--- src/rtl/fifo_wr_arbiter.sv ---
// Round-robin write-port arbiter and Gray write pointer / full logic for an async FIFO.
// Latency: 0 cycles (grant, wdata, wren and waddr are combinational); wptr and wr_full are registered.
// Backpressure: gnt is withheld while wr_full=1. FIFO_WR_ALMOST_FULL_EN adds wr_almost_full.
package fifo_gray_pkg;
    function automatic logic [31:0] bin2gray(input logic [31:0] b);
        return b ^ (b >> 1);
    endfunction

    function automatic logic [31:0] gray2bin(input logic [31:0] g);
        logic [31:0] b;
        b[31] = g[31];
        for (int i = 30; i >= 0; i--) b[i] = b[i+1] ^ g[i];
        return b;
    endfunction
endpackage

module fifo_wr_arbiter
    import fifo_gray_pkg::*;
#(
    parameter int DATASIZE = 8,
    parameter int DEPTH    = 8,
    parameter int NREQ     = 4,
    localparam int ADDRSIZE = $clog2(DEPTH)
`ifdef FIFO_WR_ALMOST_FULL_EN
    , parameter int AFULL_THRESH = DEPTH - 2
`endif
) (
    input  logic                     wclk,
    input  logic                     wrst_n,
    input  logic [NREQ-1:0]          req,
    input  logic [NREQ*DATASIZE-1:0] req_data,
    output logic [NREQ-1:0]          gnt,
    input  logic [ADDRSIZE:0]        wq2_rptr,
    output logic [DATASIZE-1:0]      wdata,
    output logic                     wren,
    output logic [ADDRSIZE-1:0]      waddr,
    output logic [ADDRSIZE:0]        wptr,
    output logic                     wr_full
`ifdef FIFO_WR_ALMOST_FULL_EN
    , output logic                   wr_almost_full
`endif
);
    localparam int PW = ADDRSIZE + 1;
    localparam int IW = $clog2(NREQ);

    logic [PW-1:0] wbin;
    logic [PW-1:0] wbin_next;
    logic [PW-1:0] wgray_next;
    logic [PW-1:0] rptr_full;
    logic [IW-1:0] last;
    logic [IW-1:0] grant_idx;
    logic          run;

    // run holds grants off until the first edge after reset release.
    always_comb begin
        int  idx;
        logic found;
        gnt       = '0;
        grant_idx = '0;
        found     = 1'b0;
        idx       = 0;
        if (run && !wr_full) begin
            for (int k = 1; k <= NREQ; k++) begin
                idx = int'(last) + k;
                if (idx >= NREQ) idx = idx - NREQ;
                if (!found && req[idx]) begin
                    found     = 1'b1;
                    gnt[idx]  = 1'b1;
                    grant_idx = IW'(idx);
                end
            end
        end
    end

    always_comb begin
        wdata = '0;
        for (int i = 0; i < NREQ; i++) begin
            if (gnt[i]) wdata = wdata | req_data[i*DATASIZE +: DATASIZE];
        end
    end

    assign wren       = |gnt;
    assign waddr      = wbin[ADDRSIZE-1:0];
    assign wbin_next  = wbin + PW'(wren);
    assign wgray_next = PW'(bin2gray(32'(wbin_next)));
    assign rptr_full  = {~wq2_rptr[ADDRSIZE:ADDRSIZE-1], wq2_rptr[ADDRSIZE-2:0]};

    always_ff @(posedge wclk or negedge wrst_n) begin
        if (!wrst_n) begin
            wbin    <= '0;
            wptr    <= '0;
            wr_full <= 1'b0;
            last    <= IW'(NREQ - 1);
            run     <= 1'b0;
        end else begin
            run     <= 1'b1;
            wbin    <= wbin_next;
            wptr    <= wgray_next;
            wr_full <= (wgray_next == rptr_full);
            if (wren) last <= grant_idx;
        end
    end

`ifdef FIFO_WR_ALMOST_FULL_EN
    logic [PW-1:0] fill;
    assign fill = wbin_next - PW'(gray2bin(32'(wq2_rptr)));

    always_ff @(posedge wclk or negedge wrst_n) begin
        if (!wrst_n) wr_almost_full <= 1'b0;
        else         wr_almost_full <= (32'(fill) >= 32'(AFULL_THRESH));
    end
`endif
endmodule

--- config.mk ---
export PLATFORM = sky130hd
export DESIGN_NAME = fifo_wr_arbiter
export DESIGN_NICKNAME = d
export VERILOG_FILES = /design/src/rtl/fifo_wr_arbiter.sv
export SDC_FILE = /design/constraint.sdc
export NUM_CORES = 1
export LEC_CHECK = 0
export BUFFER_PORTS_ARGS = -buffer_cell sky130_fd_sc_hd__buf_2
export CORE_MARGIN = 1
export CORE_UTILIZATION = 42
export CTS_CLUSTER_DIAMETER = 50
export DETAILED_ROUTE_END_ITERATION = 16
export MAX_ROUTING_LAYER = met4
export PLACE_DENSITY = 0.86
export SYNTH_ARGS = -nofsm -noshare
export SYNTH_HDL_FRONTEND = slang
export SYNTH_SLANG_ARGS = --single-unit
--- constraint.sdc ---
create_clock -name wclk -period 3.7 [get_ports wclk]
set_input_delay 0.74 -clock wclk [delete_from_list [all_inputs] [get_ports wclk]]
set_output_delay 0.74 -clock wclk [all_outputs]
set_load 0.005 [all_outputs]
After elaboration in Yosys (flattened, before gate mapping)
Cells that the tools add are included.
Widths: inputs -> output; s select.
{"block": "totals", "register_bits": 12, "in_bits": 42, "output_inout_bits": 21, "wordCells": 99}
{"block": "op_classes", "addsub": 9, "n_lt_le_gt_ge": 12, "n_eq_ne": 1, "mux": 51, "bitwise": 8, "reduce_logical": 13}
{"op": "$mux 32", "count": 8}
{"op": "$ge 32x1->1 const B", "count": 4}
{"op": "$lt 32x4->1 const B", "count": 4}
{"op": "$mux 4", "count": 8}
{"op": "$mux 8", "count": 4}
{"op": "$or 8x8->8", "count": 3}
{"op": "$mux 1", "count": 18}
{"op": "$or 4x4->4", "count": 3}
{"op": "$sub 3x3->4 const B", "count": 3}
{"op": "$mux 2", "count": 5}
{"op": "$ge 3x3->1 const B", "count": 3}
{"op": "$bmux 1 s2", "count": 4}
{"op": "$demux 1 s2", "count": 4}
{"op": "$logic_and 1x1->1", "count": 8}
{"op": "$add 2x2->3 const B", "count": 2}
{"op": "$sub 4x3->5 const B", "count": 1}
{"op": "$add 2x3->4 const B", "count": 1}
{"op": "$add 4x1->4", "count": 1}
{"op": "$eq 4x4->1", "count": 1}
{"op": "$ge 4x3->1 const B", "count": 1}
{"op": "$logic_not 1->1", "count": 4}
{"op": "$reduce_or 4->1", "count": 1}
{"op": "$xor 4x3->4", "count": 1}
{"op": "$add 2x1->3 const B", "count": 1}
{"op": "$not 2->2", "count": 1}

Logic depth before layout (Yosys ltp)
{"block": "depth", "ltp_word": 28, "mapped_depth": 17, "mapped_depth_nobuf": 15}

Worst setup path after synthesis
Ideal clock, no wire load.
{"block": "synth_path", "path_type": "reg-to-reg", "from": "register last[1]", "to": "register wr_full", "setup_ns": 0.124, "arrival_ns": 3.521, "required_ns": 3.576, "path_slack_ns": 0.055, "path_stages_with_launch": 18, "n_path_buf": 2, "period_less_slack_ns": 3.645, "path_cell_list": "dfstp_2 buf_6 inv_1 ha_1 buf_6 mux2i_1 o22ai_1 a211oi_2 o22ai_1 nor2_2 nand2_1 ha_1 ha_1 xor2_1 xor2_1 nor3_1 a31oi_1 nor3_1"}
{"block": "synth_between", "elab_chain_len": 25, "elab_cells_between_ends": 79, "cone_classes": "add/sub: 9; order compare: 12; eq/ne: 1; mux: 42; bitwise: 4; reduce/logical: 11"}
{"element": "from (decl)", "line": "50", "text": "logic [IW-1:0] last;"}
{"element": "from (signal assigned)", "line": "93", "text": "last <= IW'(NREQ - 1);"}
{"element": "from (signal assigned)", "line": "100", "text": "if (wren) last <= grant_idx;"}
{"element": "branches (longest 19 deep; another with $ge 32x1->1)"}
{"element": "$mux 4 (*)", "line": "66", "text": "if (!found && req[idx]) begin"}
{"element": "$mux 4 (*)", "line": "62", "text": "if (run && !wr_full) begin"}
{"element": "$reduce_or 4->1 (*)", "line": "82", "text": "assign wren = |gnt;"}
{"element": "net wren", "line": "35", "text": "output logic wren,"}
{"element": "$add 4x1->4 (*)", "line": "84", "text": "assign wbin_next = wbin + PW'(wren);"}
{"element": "net wbin_next[2]", "line": "47", "text": "logic [PW-1:0] wbin_next;"}
{"element": "$xor 4x3->4 (*)", "line": "6", "text": "return b ^ (b >> 1);"}
{"element": "$eq 4x4->1 (*)", "line": "99", "text": "wr_full <= (wgray_next == rptr_full);"}
{"element": "to (signal assigned)", "line": "99"}
{"element": "to (decl)", "line": "38", "text": "output logic wr_full"}
Mark *: on every way through the listed nets, which the timed path passes. The select of a mux whose other input is x is not followed.
A chain may end at the register's enable or synchronous reset.

Worst setup path after layout
{"block": "layout_path", "from": "register last[1]", "to": "register wr_full"}
{"block": "layout_between", "elab_chain_len": 25, "elab_cells_between_ends": 79, "cone_classes": "add/sub: 9; order compare: 12; eq/ne: 1; mux: 42; bitwise: 4; reduce/logical: 11"}
{"element": "branches (longest 19 deep; another with $ge 32x1->1)"}
{"element": "$mux 4 (*)", "line": "66"}
{"element": "$mux 4 (*)", "line": "62"}
{"element": "$reduce_or 4->1 (*)", "line": "82"}
{"element": "$add 4x1->4 (*)", "line": "84"}
{"element": "net wbin_next[2]", "line": "47"}
{"element": "$xor 4x3->4 (*)", "line": "6"}
{"element": "net wgray_next[1]", "line": "48", "text": "logic [PW-1:0] wgray_next;"}
{"element": "$eq 4x4->1 (*)", "line": "99"}
Marks and branches as above.

==> reports/qor.csv <==
stage;metric;value;unit
run_status;run status;complete, but fails checks;
run_status;failing checks;design-rule violations;
global_routing;largest net degree at the start of global routing;19;
worst_setup_path;Worst Path Arrival;3.55;ns
cts;TritonCTS buffer count;3;
drt;metal3 WL;247;um
sta;setup TNS;0;ns
drt;DR iter-0 viols;57;
final_layout;fillers;246;
power;Power Dens Cells;865;nW/um2
global_routing;GR Overflow Total;0;
drt;WL met2;1710;um
synthesis;net count after synthesis;193;
synthesis;Post-Syn Area;1300;um2
sta;part of the cycle the worst path needs;91.9;%
floorplanning;I/O pin total;63;
cts;Root Driver;clkbuf_4;
cts;CTS max path bufs;2;
power;Clock power frac;5.1;%
power;Reg power frac;14.6;%
cts;Clock transition at path regs;0.07;ns
floorplanning;Initial Utilization;45.6;%
drt;drc violations;10;
sta;Hold Slack;0.332;ns
hold_path;Hold/Removal Path Class;primary input to asynchronous set/reset pin;
drt;DRT antenna net count;0;
final_layout;non-filler cells, final;241;
drt;Pre-antenna DRT Iters;10;
power;Lkg Pwr;0.000837;uW
cts;CTS sink count;11;
sta;final worst path period need;3.40;ns
global_routing;vias in the first global route;1266;
floorplanning;num rows;19;
sta;final worst clock skew;0.00485;ns
synthesis;Post-synth ARST share;100;%
sta;max-slew violations;0;
sta;actual slew at the worst max-slew pin;0.590;ns
cts;CTS tree;built;
final_layout;Layout Nets;263;
final_layout;fraction of final layout cells sized beyond drive strength 1;49.0;%
synthesis;FF+latch count, synth;11;
drt;via count;1382;
power;worst vdd rail ir drop;0.638;mV
worst_setup_path;Crit. End Element;register;
floorplanning;die width;57.6;um
sta;final hold violation count;0;
worst_setup_path;CP max FO;5;
flow_run;Max Cap Viol;0;
worst_setup_path;Startpoint Class;register;
worst_setup_path;Setup Crit Path Kind;register to register;
synthesis;synthesized instance count;141;
power;Switch Pwr;710;uW
synthesis;post-synth cell types;47;
drt;vias per cell;5.73;
final_layout;antenna diode count;0;
worst_setup_path;worst path required time;3.85;ns
cts;clk_lat worst skew;0.26;ns
drt;Routed WL per cell;13.9;um
power;Sw Ratio;47.5;%
floorplanning;die height;57.6;um
global_routing;initial antenna violation count;0;
placed_design;placed insts;234;
drt;met1 WL;1370;um
placed_design;HPWL after detailed placement;2670;um
placed_design;PortBufs;62;
power;Logic pwr share;80.3;%
final_layout;Layout area overhead;32.9;%
synthesis;Ys Warns;0;
power;Cell Int Power;785;uW
sta;RSZ-0062 raised after global routing;no;
synthesis;post-synthesis sequential area ratio;21.4;%
placed_design;RD Place Congestion;0.791;
floorplanning;core area;2850;um2
global_routing;global-route total usage across every layer;20.5;%
worst_setup_path;reg2reg path depth;14;
drt;Routed WL;3360;um
synthesis;Post-synth EDFFs;0;
synthesis;Mean Syn Cell Area;9.22;um2
sta;Max Freq;294;MHz
global_routing;first-pass GRT wire length;5310;um
sta;Slew headroom;60.6;%
drt;Top Metal Used;met4;
synthesis;ys flop type;dfrtp_1;
floorplanning;die area;3320;um2
sta;final setup vio count;0;
cts;H-tree levels;1;
==> flip-flops by register name (all words and copies together), names as in the netlist <==
name     cells
wbin         4
wr_full      1
run          1
last         2
wptr         3
==> synth_stat cells (2+ instances only) <==
cell type | instances | area share (%)
nand2b_1 | 3 | 1.4
nor3b_1 | 3 | 1.7
dfrtp_1 | 9 | 17
or2b_2 | 2 | 1.3
o22ai_1 | 12 | 5.8
mux2i_2 | 2 | 2.1
xor2_1 | 7 | 4.7
mux2i_1 | 6 | 4.6
buf_2 | 2 | 0.77
o21ai_1 | 4 | 1.5
nor3_1 | 2 | 0.77
mux2_2 | 2 | 1.7
dfstp_2 | 2 | 4.0
inv_1 | 3 | 0.87
buf_6 | 3 | 2.6
a22oi_1 | 16 | 9.2
nand2_1 | 17 | 4.9
ha_1 | 10 | 9.6
o2bb2ai_2 | 4 | 4.6
a211oi_2 | 4 | 3.9
a21oi_1 | 2 | 0.77
==> path summary, 6_finish.rpt <==
check	startpoint	endpoint	slack (ns)
setup / recovery	last[1]$_DFFE_PN1P_	wr_full$_DFF_PN0_	0.30
hold / removal	wrst_n	wr_full$_DFF_PN0_	0.33
setup reg to reg	last[1]$_DFFE_PN1P_	wr_full$_DFF_PN0_	0.30
hold reg to reg	wbin[3]$_DFF_PN0_	wbin[3]$_DFF_PN0_	0.58
max in group asynchronous	wrst_n	last[0]$_DFFE_PN1P_	3.10
min in group wclk	wbin[3]$_DFF_PN0_	wbin[3]$_DFF_PN0_	0.58
==> logic make-up (layout without fill, tap and decap cells) <==
logic type	Yosys count	in the layout	synth area share, %
AOI/OAI and AO/OA	53	53	32.9
xor gates and xnor gates	8	8	5.39
other	1	1	0.288
adders and majority gates	10	10	9.62
DFF	11	11	21.4
muxes	11	11	9.62
buffers and inverters	12	81	6.35
and+or+nand+nor	35	35	14.4
==> worst max-delay path, stage by stage, from the launching register on <==
cell,delay [ns]
dfstp_2,0.53
inv_1,0.07
ha_4,0.32
mux2i_2,0.28
mux2i_2,0.17
a211oi_2,0.31
o22ai_2,0.16
nor2_2,0.16
nand2_1,0.09
ha_1,0.24
ha_1,0.22
xor2_2,0.22
xor2_1,0.29
xor2_1,0.18
nor3_1,0.06
==> cells in the final DEF (no fill, tap or decap), drive strengths merged, types with 2 or more instances in the layout <==
cell      n
a211oi    5
a21oi     2
a22oi    16
buf      73
clkbuf    4
dfrtp     9
dfstp     2
ha       10
inv       4
mux2      3
mux2i     8
nand2    17
nand2b    3
nor2      2
nor3      2
nor3b     3
o21ai     5
o22ai    12
o2bb2ai   5
or2b      2
xor2      7
==> power groups by stage <==
stage	combinational [uW]	sequential, uW	clock (uW)
detailed placement	1110	219	0
CTS	1110	217	79.6
finish	1200	218	76.6
floorplan	770	231	0
global placement	1080	215	0
global route	1320	224	84.8
==> layer usage <==
metal,up-vias,track usage (%)
li1,682,-
met1,637,23.3
met2,59,38.5
met3,4,2.23
met4,0,4.18
met5,-,-
==> through the flow <==
| stage | worst slack (ns) | area (um2) | total power [uW] | util [%] |
|---|---|---|---|---|
| after global routing | 0.0542 | 1730 | 1630 | 60.6 |
| after floorplan | 0.0549 | 1300 | 1000 | - |
| after CTS | 0.0138 | 1670 | 1410 | 58.5 |
| after detailed placement | 0.0369 | 1640 | 1330 | 57.5 |
| after global placement | 0.179 | 1640 | 1290 | 57.5 |
| final | 0.300 | 1730 | 1500 | 60.6 |
==> area by class of cell <==
type | count | area (um2) | area share [%]
Multi-Input combinational cell | 118 | 977 | 56.6
Timing Repair Buffer | 73 | 393 | 22.7
Sequential cell | 11 | 278 | 16.1
Tap cell | 31 | 38.8 | 2.24
Clock buffer | 4 | 26.3 | 1.52
Inverter | 4 | 15.0 | 0.869
==> what timing repair did <==
action                                  4_1_cts  5_1_grt
endpoints found under the setup margin        0        1
resized for setup                             0        7
buffers inserted                              0        3
hold buffers                                  0        0
endpoints found under the hold margin         0        0
Note: power is estimated with default switching activity, not from simulation.
